<file path="src/rtl/id_stage_if.sv">
// rtl/id_stage_if.sv - fetch, register-file, EX-feedback and ID/EX buses of the decode stage
interface id_stage_if;
  logic [31:0] if_pc;
  logic [31:0] if_insn;
  logic        if_en;
  logic        stall;
  logic        flush;
  logic [4:0]  gpr_rd_addr_0;
  logic [4:0]  gpr_rd_addr_1;
  logic [31:0] gpr_rd_data_0;
  logic [31:0] gpr_rd_data_1;
  logic [4:0]  ex_dst_addr;
  logic        ex_gpr_we_;
  logic        ex_mem_rd;
  logic [31:0] ex_fwd_data;
  logic [31:0] id_pc;
  logic        id_en;
  logic [3:0]  id_alu_op;
  logic [31:0] id_alu_in_0;
  logic [31:0] id_alu_in_1;
  logic [4:0]  id_dst_addr;
  logic        id_gpr_we_;
  logic        id_mem_rd;
  logic        id_mem_wr;
  logic [31:0] id_mem_wr_data;
  logic        id_exp;
  logic        ld_hazard;

  modport master (
    output if_pc, if_insn, if_en, stall, flush,
    output gpr_rd_data_0, gpr_rd_data_1,
    output ex_dst_addr, ex_gpr_we_, ex_mem_rd, ex_fwd_data,
    input  gpr_rd_addr_0, gpr_rd_addr_1,
    input  id_pc, id_en, id_alu_op, id_alu_in_0, id_alu_in_1, id_dst_addr,
    input  id_gpr_we_, id_mem_rd, id_mem_wr, id_mem_wr_data, id_exp, ld_hazard
  );

  modport slave (
    input  if_pc, if_insn, if_en, stall, flush,
    input  gpr_rd_data_0, gpr_rd_data_1,
    input  ex_dst_addr, ex_gpr_we_, ex_mem_rd, ex_fwd_data,
    output gpr_rd_addr_0, gpr_rd_addr_1,
    output id_pc, id_en, id_alu_op, id_alu_in_0, id_alu_in_1, id_dst_addr,
    output id_gpr_we_, id_mem_rd, id_mem_wr, id_mem_wr_data, id_exp, ld_hazard
  );
endinterface

</file>
<file path="src/rtl/id_stage.sv">
// rtl/id_stage.sv - instruction decode with EX forwarding, load-use detection and ID/EX register
module id_stage (
  input logic      clk,
  input logic      reset,
  id_stage_if.slave bus
);
  logic [5:0]  w_op;
  logic [4:0]  w_ra, w_rb, w_rc;
  logic [15:0] w_imm;
  logic [31:0] w_sext;
  logic        w_is_r, w_is_addi, w_is_ldw, w_is_stw, w_is_nop, w_illegal;
  logic        w_use_ra, w_use_rb, w_writes, w_imm_sel;
  logic        w_ex_alu_wr, w_ex_ld;
  logic [31:0] w_opa, w_opb;
  logic [3:0]  w_alu_op;
  logic [4:0]  w_dst;
  logic        w_hazard;

  logic [31:0] r_pc, r_in_0, r_in_1, r_wr_data;
  logic [3:0]  r_alu_op;
  logic [4:0]  r_dst;
  logic        r_en, r_gpr_we_, r_mem_rd, r_mem_wr, r_exp;

  assign w_op  = bus.if_insn[31:26];
  assign w_ra  = bus.if_insn[25:21];
  assign w_rb  = bus.if_insn[20:16];
  assign w_rc  = bus.if_insn[15:11];
  assign w_imm = bus.if_insn[15:0];
  assign w_sext = {{16{w_imm[15]}}, w_imm};

  assign w_is_r    = (w_op <= 6'h03);
  assign w_is_addi = (w_op == 6'h04);
  assign w_is_ldw  = (w_op == 6'h05);
  assign w_is_stw  = (w_op == 6'h06);
  assign w_is_nop  = (w_op == 6'h3F);
  assign w_illegal = (w_op > 6'h06) && !w_is_nop;
  assign w_use_ra  = (w_op <= 6'h06);
  assign w_use_rb  = w_is_r || w_is_stw;
  assign w_writes  = w_is_r || w_is_addi || w_is_ldw;
  assign w_imm_sel = w_is_addi || w_is_ldw || w_is_stw;

  assign bus.gpr_rd_addr_0 = w_ra;
  assign bus.gpr_rd_addr_1 = w_rb;

  // A load in EX has no data yet, so only ALU results are forwarded from EX.
  assign w_ex_alu_wr = !bus.ex_gpr_we_ && !bus.ex_mem_rd;
  assign w_ex_ld     = !bus.ex_gpr_we_ && bus.ex_mem_rd;

  assign w_opa = (w_ex_alu_wr && (w_ra == bus.ex_dst_addr)) ? bus.ex_fwd_data : bus.gpr_rd_data_0;
  assign w_opb = (w_ex_alu_wr && (w_rb == bus.ex_dst_addr)) ? bus.ex_fwd_data : bus.gpr_rd_data_1;

  assign w_hazard = bus.if_en && w_ex_ld &&
                    ((w_use_ra && (w_ra == bus.ex_dst_addr)) ||
                     (w_use_rb && (w_rb == bus.ex_dst_addr)));
  assign bus.ld_hazard = w_hazard;

  assign w_alu_op = w_is_r ? {2'b00, w_op[1:0]} : 4'h0;
  assign w_dst    = w_is_r ? w_rc : ((w_is_addi || w_is_ldw) ? w_rb : 5'd0);

  always_ff @(posedge clk) begin
    if (reset) begin
      r_pc      <= 32'd0;
      r_en      <= 1'b0;
      r_alu_op  <= 4'd0;
      r_in_0    <= 32'd0;
      r_in_1    <= 32'd0;
      r_dst     <= 5'd0;
      r_gpr_we_ <= 1'b1;
      r_mem_rd  <= 1'b0;
      r_mem_wr  <= 1'b0;
      r_wr_data <= 32'd0;
      r_exp     <= 1'b0;
    end else if (bus.flush || (!bus.stall && w_hazard)) begin
      // Bubble: kill the control fields, leave the data fields as they were.
      r_en      <= 1'b0;
      r_gpr_we_ <= 1'b1;
      r_mem_rd  <= 1'b0;
      r_mem_wr  <= 1'b0;
      r_exp     <= 1'b0;
    end else if (!bus.stall) begin
      r_pc      <= bus.if_pc;
      r_en      <= bus.if_en;
      r_alu_op  <= w_alu_op;
      r_in_0    <= w_opa;
      r_in_1    <= w_imm_sel ? w_sext : w_opb;
      r_dst     <= w_dst;
      r_gpr_we_ <= !(bus.if_en && w_writes);
      r_mem_rd  <= bus.if_en && w_is_ldw;
      r_mem_wr  <= bus.if_en && w_is_stw;
      r_wr_data <= w_opb;
      r_exp     <= bus.if_en && w_illegal;
    end
  end

  assign bus.id_pc          = r_pc;
  assign bus.id_en          = r_en;
  assign bus.id_alu_op      = r_alu_op;
  assign bus.id_alu_in_0    = r_in_0;
  assign bus.id_alu_in_1    = r_in_1;
  assign bus.id_dst_addr    = r_dst;
  assign bus.id_gpr_we_     = r_gpr_we_;
  assign bus.id_mem_rd      = r_mem_rd;
  assign bus.id_mem_wr      = r_mem_wr;
  assign bus.id_mem_wr_data = r_wr_data;
  assign bus.id_exp         = r_exp;
endmodule

</file>
<file path="src/flat_wrapper.sv">
// flat-port wrapper written by rule: the top's interface ports become plain ports
module id_stage_flat 
  (clk, reset, bus_if_pc, bus_if_insn, bus_if_en, bus_stall, bus_flush, bus_gpr_rd_data_0, bus_gpr_rd_data_1, bus_ex_dst_addr, bus_ex_gpr_we_, bus_ex_mem_rd, bus_ex_fwd_data, bus_gpr_rd_addr_0, bus_gpr_rd_addr_1, bus_id_pc, bus_id_en, bus_id_alu_op, bus_id_alu_in_0, bus_id_alu_in_1, bus_id_dst_addr, bus_id_gpr_we_, bus_id_mem_rd, bus_id_mem_wr, bus_id_mem_wr_data, bus_id_exp, bus_ld_hazard);
  id_stage_if bus_i ();
  input logic clk;
  input logic reset;
  input wire logic [$bits(bus_i.if_pc)-1:0] bus_if_pc;
  input wire logic [$bits(bus_i.if_insn)-1:0] bus_if_insn;
  input wire logic [$bits(bus_i.if_en)-1:0] bus_if_en;
  input wire logic [$bits(bus_i.stall)-1:0] bus_stall;
  input wire logic [$bits(bus_i.flush)-1:0] bus_flush;
  input wire logic [$bits(bus_i.gpr_rd_data_0)-1:0] bus_gpr_rd_data_0;
  input wire logic [$bits(bus_i.gpr_rd_data_1)-1:0] bus_gpr_rd_data_1;
  input wire logic [$bits(bus_i.ex_dst_addr)-1:0] bus_ex_dst_addr;
  input wire logic [$bits(bus_i.ex_gpr_we_)-1:0] bus_ex_gpr_we_;
  input wire logic [$bits(bus_i.ex_mem_rd)-1:0] bus_ex_mem_rd;
  input wire logic [$bits(bus_i.ex_fwd_data)-1:0] bus_ex_fwd_data;
  output wire logic [$bits(bus_i.gpr_rd_addr_0)-1:0] bus_gpr_rd_addr_0;
  output wire logic [$bits(bus_i.gpr_rd_addr_1)-1:0] bus_gpr_rd_addr_1;
  output wire logic [$bits(bus_i.id_pc)-1:0] bus_id_pc;
  output wire logic [$bits(bus_i.id_en)-1:0] bus_id_en;
  output wire logic [$bits(bus_i.id_alu_op)-1:0] bus_id_alu_op;
  output wire logic [$bits(bus_i.id_alu_in_0)-1:0] bus_id_alu_in_0;
  output wire logic [$bits(bus_i.id_alu_in_1)-1:0] bus_id_alu_in_1;
  output wire logic [$bits(bus_i.id_dst_addr)-1:0] bus_id_dst_addr;
  output wire logic [$bits(bus_i.id_gpr_we_)-1:0] bus_id_gpr_we_;
  output wire logic [$bits(bus_i.id_mem_rd)-1:0] bus_id_mem_rd;
  output wire logic [$bits(bus_i.id_mem_wr)-1:0] bus_id_mem_wr;
  output wire logic [$bits(bus_i.id_mem_wr_data)-1:0] bus_id_mem_wr_data;
  output wire logic [$bits(bus_i.id_exp)-1:0] bus_id_exp;
  output wire logic [$bits(bus_i.ld_hazard)-1:0] bus_ld_hazard;
  assign bus_i.if_pc = bus_if_pc;
  assign bus_i.if_insn = bus_if_insn;
  assign bus_i.if_en = bus_if_en;
  assign bus_i.stall = bus_stall;
  assign bus_i.flush = bus_flush;
  assign bus_i.gpr_rd_data_0 = bus_gpr_rd_data_0;
  assign bus_i.gpr_rd_data_1 = bus_gpr_rd_data_1;
  assign bus_i.ex_dst_addr = bus_ex_dst_addr;
  assign bus_i.ex_gpr_we_ = bus_ex_gpr_we_;
  assign bus_i.ex_mem_rd = bus_ex_mem_rd;
  assign bus_i.ex_fwd_data = bus_ex_fwd_data;
  assign bus_gpr_rd_addr_0 = bus_i.gpr_rd_addr_0;
  assign bus_gpr_rd_addr_1 = bus_i.gpr_rd_addr_1;
  assign bus_id_pc = bus_i.id_pc;
  assign bus_id_en = bus_i.id_en;
  assign bus_id_alu_op = bus_i.id_alu_op;
  assign bus_id_alu_in_0 = bus_i.id_alu_in_0;
  assign bus_id_alu_in_1 = bus_i.id_alu_in_1;
  assign bus_id_dst_addr = bus_i.id_dst_addr;
  assign bus_id_gpr_we_ = bus_i.id_gpr_we_;
  assign bus_id_mem_rd = bus_i.id_mem_rd;
  assign bus_id_mem_wr = bus_i.id_mem_wr;
  assign bus_id_mem_wr_data = bus_i.id_mem_wr_data;
  assign bus_id_exp = bus_i.id_exp;
  assign bus_ld_hazard = bus_i.ld_hazard;
  id_stage u_core (.clk(clk), .reset(reset), .bus(bus_i));
endmodule
</file>
<file path="config.mk">
export PLATFORM = sky130hd
export DESIGN_NAME = id_stage_flat
export DESIGN_NICKNAME = d
export VERILOG_FILES = /design/src/rtl/id_stage_if.sv /design/src/rtl/id_stage.sv /design/src/flat_wrapper.sv
export SDC_FILE = /design/constraint.sdc
export NUM_CORES = 1
export LEC_CHECK = 0
export CORE_MARGIN = 5
export CORE_UTILIZATION = 30
export CTS_BUF_LIST = sky130_fd_sc_hd__clkbuf_4 sky130_fd_sc_hd__clkbuf_8
export DETAILED_ROUTE_END_ITERATION = 8
export SLEW_MARGIN = 20
export SYNTH_ARGS = -nofsm -noshare
export SYNTH_HDL_FRONTEND = slang
export SYNTH_SLANG_ARGS = --single-unit
</file>
<file path="constraint.sdc">
create_clock -name clk -period 2.36 [get_ports clk]
set_input_delay 0.59 -clock clk [delete_from_list [all_inputs] [get_ports clk]]
set_output_delay 0.59 -clock clk [all_outputs]
set_load 0.05 [all_outputs]
</file>
# == Yosys cells after proc, flatten, opt, wreduce, memory -nomap -nowiden ==
# Cells that the tools add are included.
# word_totals
register_bits,142
input_bits,172
output_inout_bits,153
elab_cells,56
# classes
order_cmp,3
eq_ne,6
n_mux,6
bitwise_logic,2
n_reduce_logical,28
# op_table
op,count
2-to-1 mux 32 bit,3
equality test 6 x 3 -> 1 bit (second input constant),3
logical AND 1 bit,14
equality test 5 bit,2
2-to-1 mux 5 bit,2
logical OR 1 bit,7
equality test 6 bit (second input constant),1
> comparator 6 x 3 -> 1 bit (second input constant),1
<= comparator 6 x 2 -> 1 bit (second input constant),1
<= comparator 6 x 3 -> 1 bit (second input constant),1
logical NOT 1 bit,5
2-to-1 mux 2 bit,1
inverter 1 bit,2
AND reduction 2 bit,1
OR reduction 2 bit,1

# == Longest topological paths before layout ==
# logic_depth
ltp_word,9
mapped_depth,9
depth_no_buf,5

# == Least setup slack after synthesis ==
# Ideal clock, no wire load.
# synth_path
path_type,input to output
from,in bus_if_insn[17]
to,out bus_ld_hazard
t_arrival_ns,2.229
required_ns,1.770
setup_slack_ns,-0.459
stages,4
n_path_buf,0
cell_sequence,xnor2_1 > nand4_1 > a2111o_1 > a21oi_1
# synth_via
elab_chain_len,4
# synth_lines
item,line_no,text
from (decl),flat_wrapper.sv:8,input wire logic [$bits(bus_i.if_insn)-1:0] bus_if_insn;
equality test 5 bit,id_stage.sv:54,(w_use_rb && (w_rb == bus.ex_dst_addr)));
logical AND 1 bit,id_stage.sv:54,
logical OR 1 bit,id_stage.sv:53,((w_use_ra && (w_ra == bus.ex_dst_addr)) ||
logical AND 1 bit,id_stage.sv:52,assign w_hazard = bus.if_en && w_ex_ld &&
to (decl),flat_wrapper.sv:31,output wire logic [$bits(bus_i.ld_hazard)-1:0] bus_ld_hazard;
# No other way between the ends.

# == Final worst setup path ==
# layout_path
from,in bus_if_insn[31]
to,out bus_ld_hazard
# layout_via
elab_chain_len,5
elab_cells_between_ends,8
cone_classes,order compare: 2; eq/ne: 1; reduce/logical: 5
# layout_lines
item,line_no,text
<= comparator 6 x 2 -> 1 bit / equality test 6 x 3 -> 1 bit (equally long branches),"id_stage.sv:31, id_stage.sv:34",
logical OR 1 bit,id_stage.sv:38,assign w_use_rb = w_is_r || w_is_stw;
logical AND 1 bit,id_stage.sv:54,
logical OR 1 bit (*),id_stage.sv:53,
logical AND 1 bit (*),id_stage.sv:52,
# Mark *: on every way between the ends. The rest lies on a longest branch, timed or not.

==> results.toml <==
[floorplan]
std_cell_rows = 56
core_area_um2 = 23330
io_pins = 325
chipWidth_um = 163.3
die_area_um2 = 26660
fp.dieH_um = 163.3
start_util = 0.3021

[power_and_ir_drop]
p_per_area_nw_per_um2 = 543.4
ir_worst_vdd_uv = 384.3
power_leakage_nw = 4.500

[synth]
async_reset_ff_frac = 0
netlist_area_um2 = 7048
avgSynthCellArea_um2 = 8.821
yosysTopAreaCellShare = 0.3977
synth_seq_cells = 140
synth_edf_count = 0
ys_top_cells_by_area = "dfxtp_1, a21oi_1, mux2i_1"
synth.largest_area_cell = "dfxtp_1"
synth.distinct_cells = 46
synthCells = 799
ys_seq_area_frac = 0.3977
yosys_warnings = 0
yosys_most_used_dff = "dfxtp_1"

[routing]
vias = 7801
antenna_left = 0
drc = 0
via_per_inst = 5.215
post_drt_wl_per_cell_um = 20.85
drt_iter0_drc = 413
firstDrtPassIters = 4
wl_um = 31190

[clock_network]
cts_tree = "built"
ctsHoldBuffers = 0
clock_latency_ns = 0.43
cts_buffer_depth = 2
clk_pin_slew_worst_paths_ns = 0.08
cts_buffers = 17
clock_sinks = 140
htree_levels = 4
root_buffer = "clkbuf_8"

[critical_path]
path_cells = "buf_2 > or3_4 > a2111o_1 > a21oi_4 > buf_12"
cp_max_fo = 2
critPathRequiredTime_ns = 1.77
worstSetupStartpointType = "primary input"
rr_worst_depth = 3
slowest_stage = "or3_4"
worstSetupPathType = "primary input to output port"
slowest_delay_ns = 0.38
critPathLaunch = "bus_if_insn[31]"
crit_path_end_kind = "output port"
timing.rr.start = "u_core.bus.id_gpr_we_"
cp.arrival_ns = 1.81

[global_routing]
grt_max_degree = 69
grt_pass1_vias = 7712
globalRouteOverflowTotal = 0
antenna_found_initial = 0
grt_pass1_wl_um = 45080
track_usage = 0.2157

[timing]
skew_ns = 0
final-max-slew-violation-count = 0
period_share = 1.015
finalWorstSetupSlack_ns = -0.03590
max-slew-margin-rel = 0.5947
min_period_ns = 2.396
rsz0062_at_grt = "true"
setup_viol = 1
max_freq_mhz = 417.4
hold_violations = 0
tightest_slew_ns = 0.6061

[cells_and_area]
final_nets = 1337
antenna_cells = 0
area_growth_pct = 75.41
drive_gt1_frac = 0.2285
final_cells = 1496

[placed_design]
gp_congestion = 0.8368
placement.io_buffers = 322
pre_cts_slack_ns = -0.4662
hpwl_um = 21780
post-place-cells = 1434

[run]
drv_cap = 0

[outcome]
outcome = "complete, but fails checks"
failed_checks = "setup timing"

[min_path]
hp-start = "u_core.bus.id_dst_addr[1]"
hold_class = "register to register"
min_path_cells = 2
==> Yosys cell counts, drive strengths merged, types with 2 or more instances <==
library cell	count
o41ai	7
or2	2
a21boi	7
nand4	5
a31oi	25
nand3b	6
a2111o	9
or3	2
dfxtp	140
nand3	40
buf	50
nor4	3
and4	18
a311oi	25
nand2	24
nand2b	14
nor2b	16
a211oi	65
o21ai	64
xnor2	9
a21oi	129
nor2	6
nor3	5
clkbuf	54
o21bai	15
mux2i	49
==> power by group <==
group	internal, W	switching, W
registers	0.00249	0.0000669
clock network	0.00120	0.00102
logic	0.000841	0.00109
total	0.00454	0.00218
==> layer usage <==
layer | routed length (um) | up-vias | global-route usage
met3 | 2626 | 33 | 0.06611
met2 | 15110 | 261 | 0.3606
met1 | 12730 | 3754 | 0.2684
li1 | - | 3753 | -
met5 | 0 | - | 0
met4 | 728 | 0 | 0.06367
==> layout make-up <==
cell class,count,area (um^2)
clock buffer,19,255.2
clock inverter,12,187.7
fill,2200,10970
inverter,1,3.754
multi-input combinational,556,4079
sequential,140,2803
tap,319,399.1
timing repair buffer,449,4636
==> cells by family after synthesis <==
kind of cell,share of synthesized area
AOI/OAI and AO/OA,0.3261
xor gates and xnor gates,0.01243
buffers and inverters,0.07261
DFF,0.3977
muxes,0.06959
other,0.0005321
and+or+nand+nor,0.1211
==> state kept, by name, indices dropped and copies added, names as in the netlist <==
register                   count
u_core.bus.id_mem_wr           1
u_core.bus.id_alu_op           2
u_core.bus.id_dst_addr         5
u_core.bus.id_exp              1
u_core.bus.id_alu_in_0        32
u_core.bus.id_pc              32
u_core.bus.id_mem_wr_data     32
u_core.bus.id_mem_rd           1
u_core.bus.id_gpr_we_          1
u_core.bus.id_en               1
u_core.bus.id_alu_in_1        32
==> through the flow <==
step                        util  total power (W)  hold WS, ns  TNS (ns)  instance area [um^2]
final                     0.5299         0.006719       0.4715  -0.03590                 12360
after global routing      0.5299         0.006988       0.4984  -0.06826                 12360
after CTS                 0.5102         0.006704       0.4788         0                 11910
after detailed placement  0.4850         0.004429       0.4671    -50.07                 11320
after global placement    0.4850         0.004421       0.4595    -44.37                 11320
after floorplan                -         0.003556       0.6685         0                  7086
==> critical path: cells and delay by family <==
kind                   cells  cell delay [ns]
and+or+nand+nor            1             0.38
AOI/OAI and AO/OA          2             0.57
buffers and inverters      2             0.26
==> cell usage in the layout, fill, tap and decap left out, types with 9 or more instances in the layout <==
| master | Yosys | routed |
|---|---|---|
| a2111o_1 | 9 | 9 |
| a211oi_1 | 52 | 34 |
| a211oi_2 | 13 | 31 |
| a21oi_1 | 129 | 126 |
| a311oi_1 | 25 | 9 |
| a311oi_2 | 0 | 16 |
| a31oi_1 | 25 | 25 |
| and4_1 | 18 | 18 |
| buf_12 | 0 | 32 |
| buf_4 | 17 | 100 |
| buf_6 | 3 | 12 |
| clkbuf_8 | 0 | 18 |
| clkdlybuf4s50_1 | 0 | 283 |
| dfxtp_1 | 140 | 140 |
| mux2i_1 | 49 | 48 |
| nand2_1 | 24 | 23 |
| nand2b_1 | 14 | 13 |
| nand3_1 | 40 | 39 |
| nor2b_1 | 16 | 16 |
| o21ai_0 | 64 | 63 |
| o21bai_1 | 15 | 15 |
==> final timing paths <==
kind	endpoint	slack (ns)
worst max register to register	u_core.bus.id_gpr_we_	1.43
worst min-delay path	u_core.bus.id_dst_addr[1]	0.47
worst min register to register	u_core.bus.id_dst_addr[1]	0.47
worst max-delay path	bus_ld_hazard	-0.04
==> repair_timing <==
| item | in CTS | in global routing |
|---|---|---|
| gates cloned | 0 | 11 |
| pin swaps | 15 | 14 |
| setup buffers | 14 | 7 |
| endpoints found under the setup margin | 1 | 117 |
| gates resized for setup | 87 | 47 |
Power figures use the tool's default switching activity.
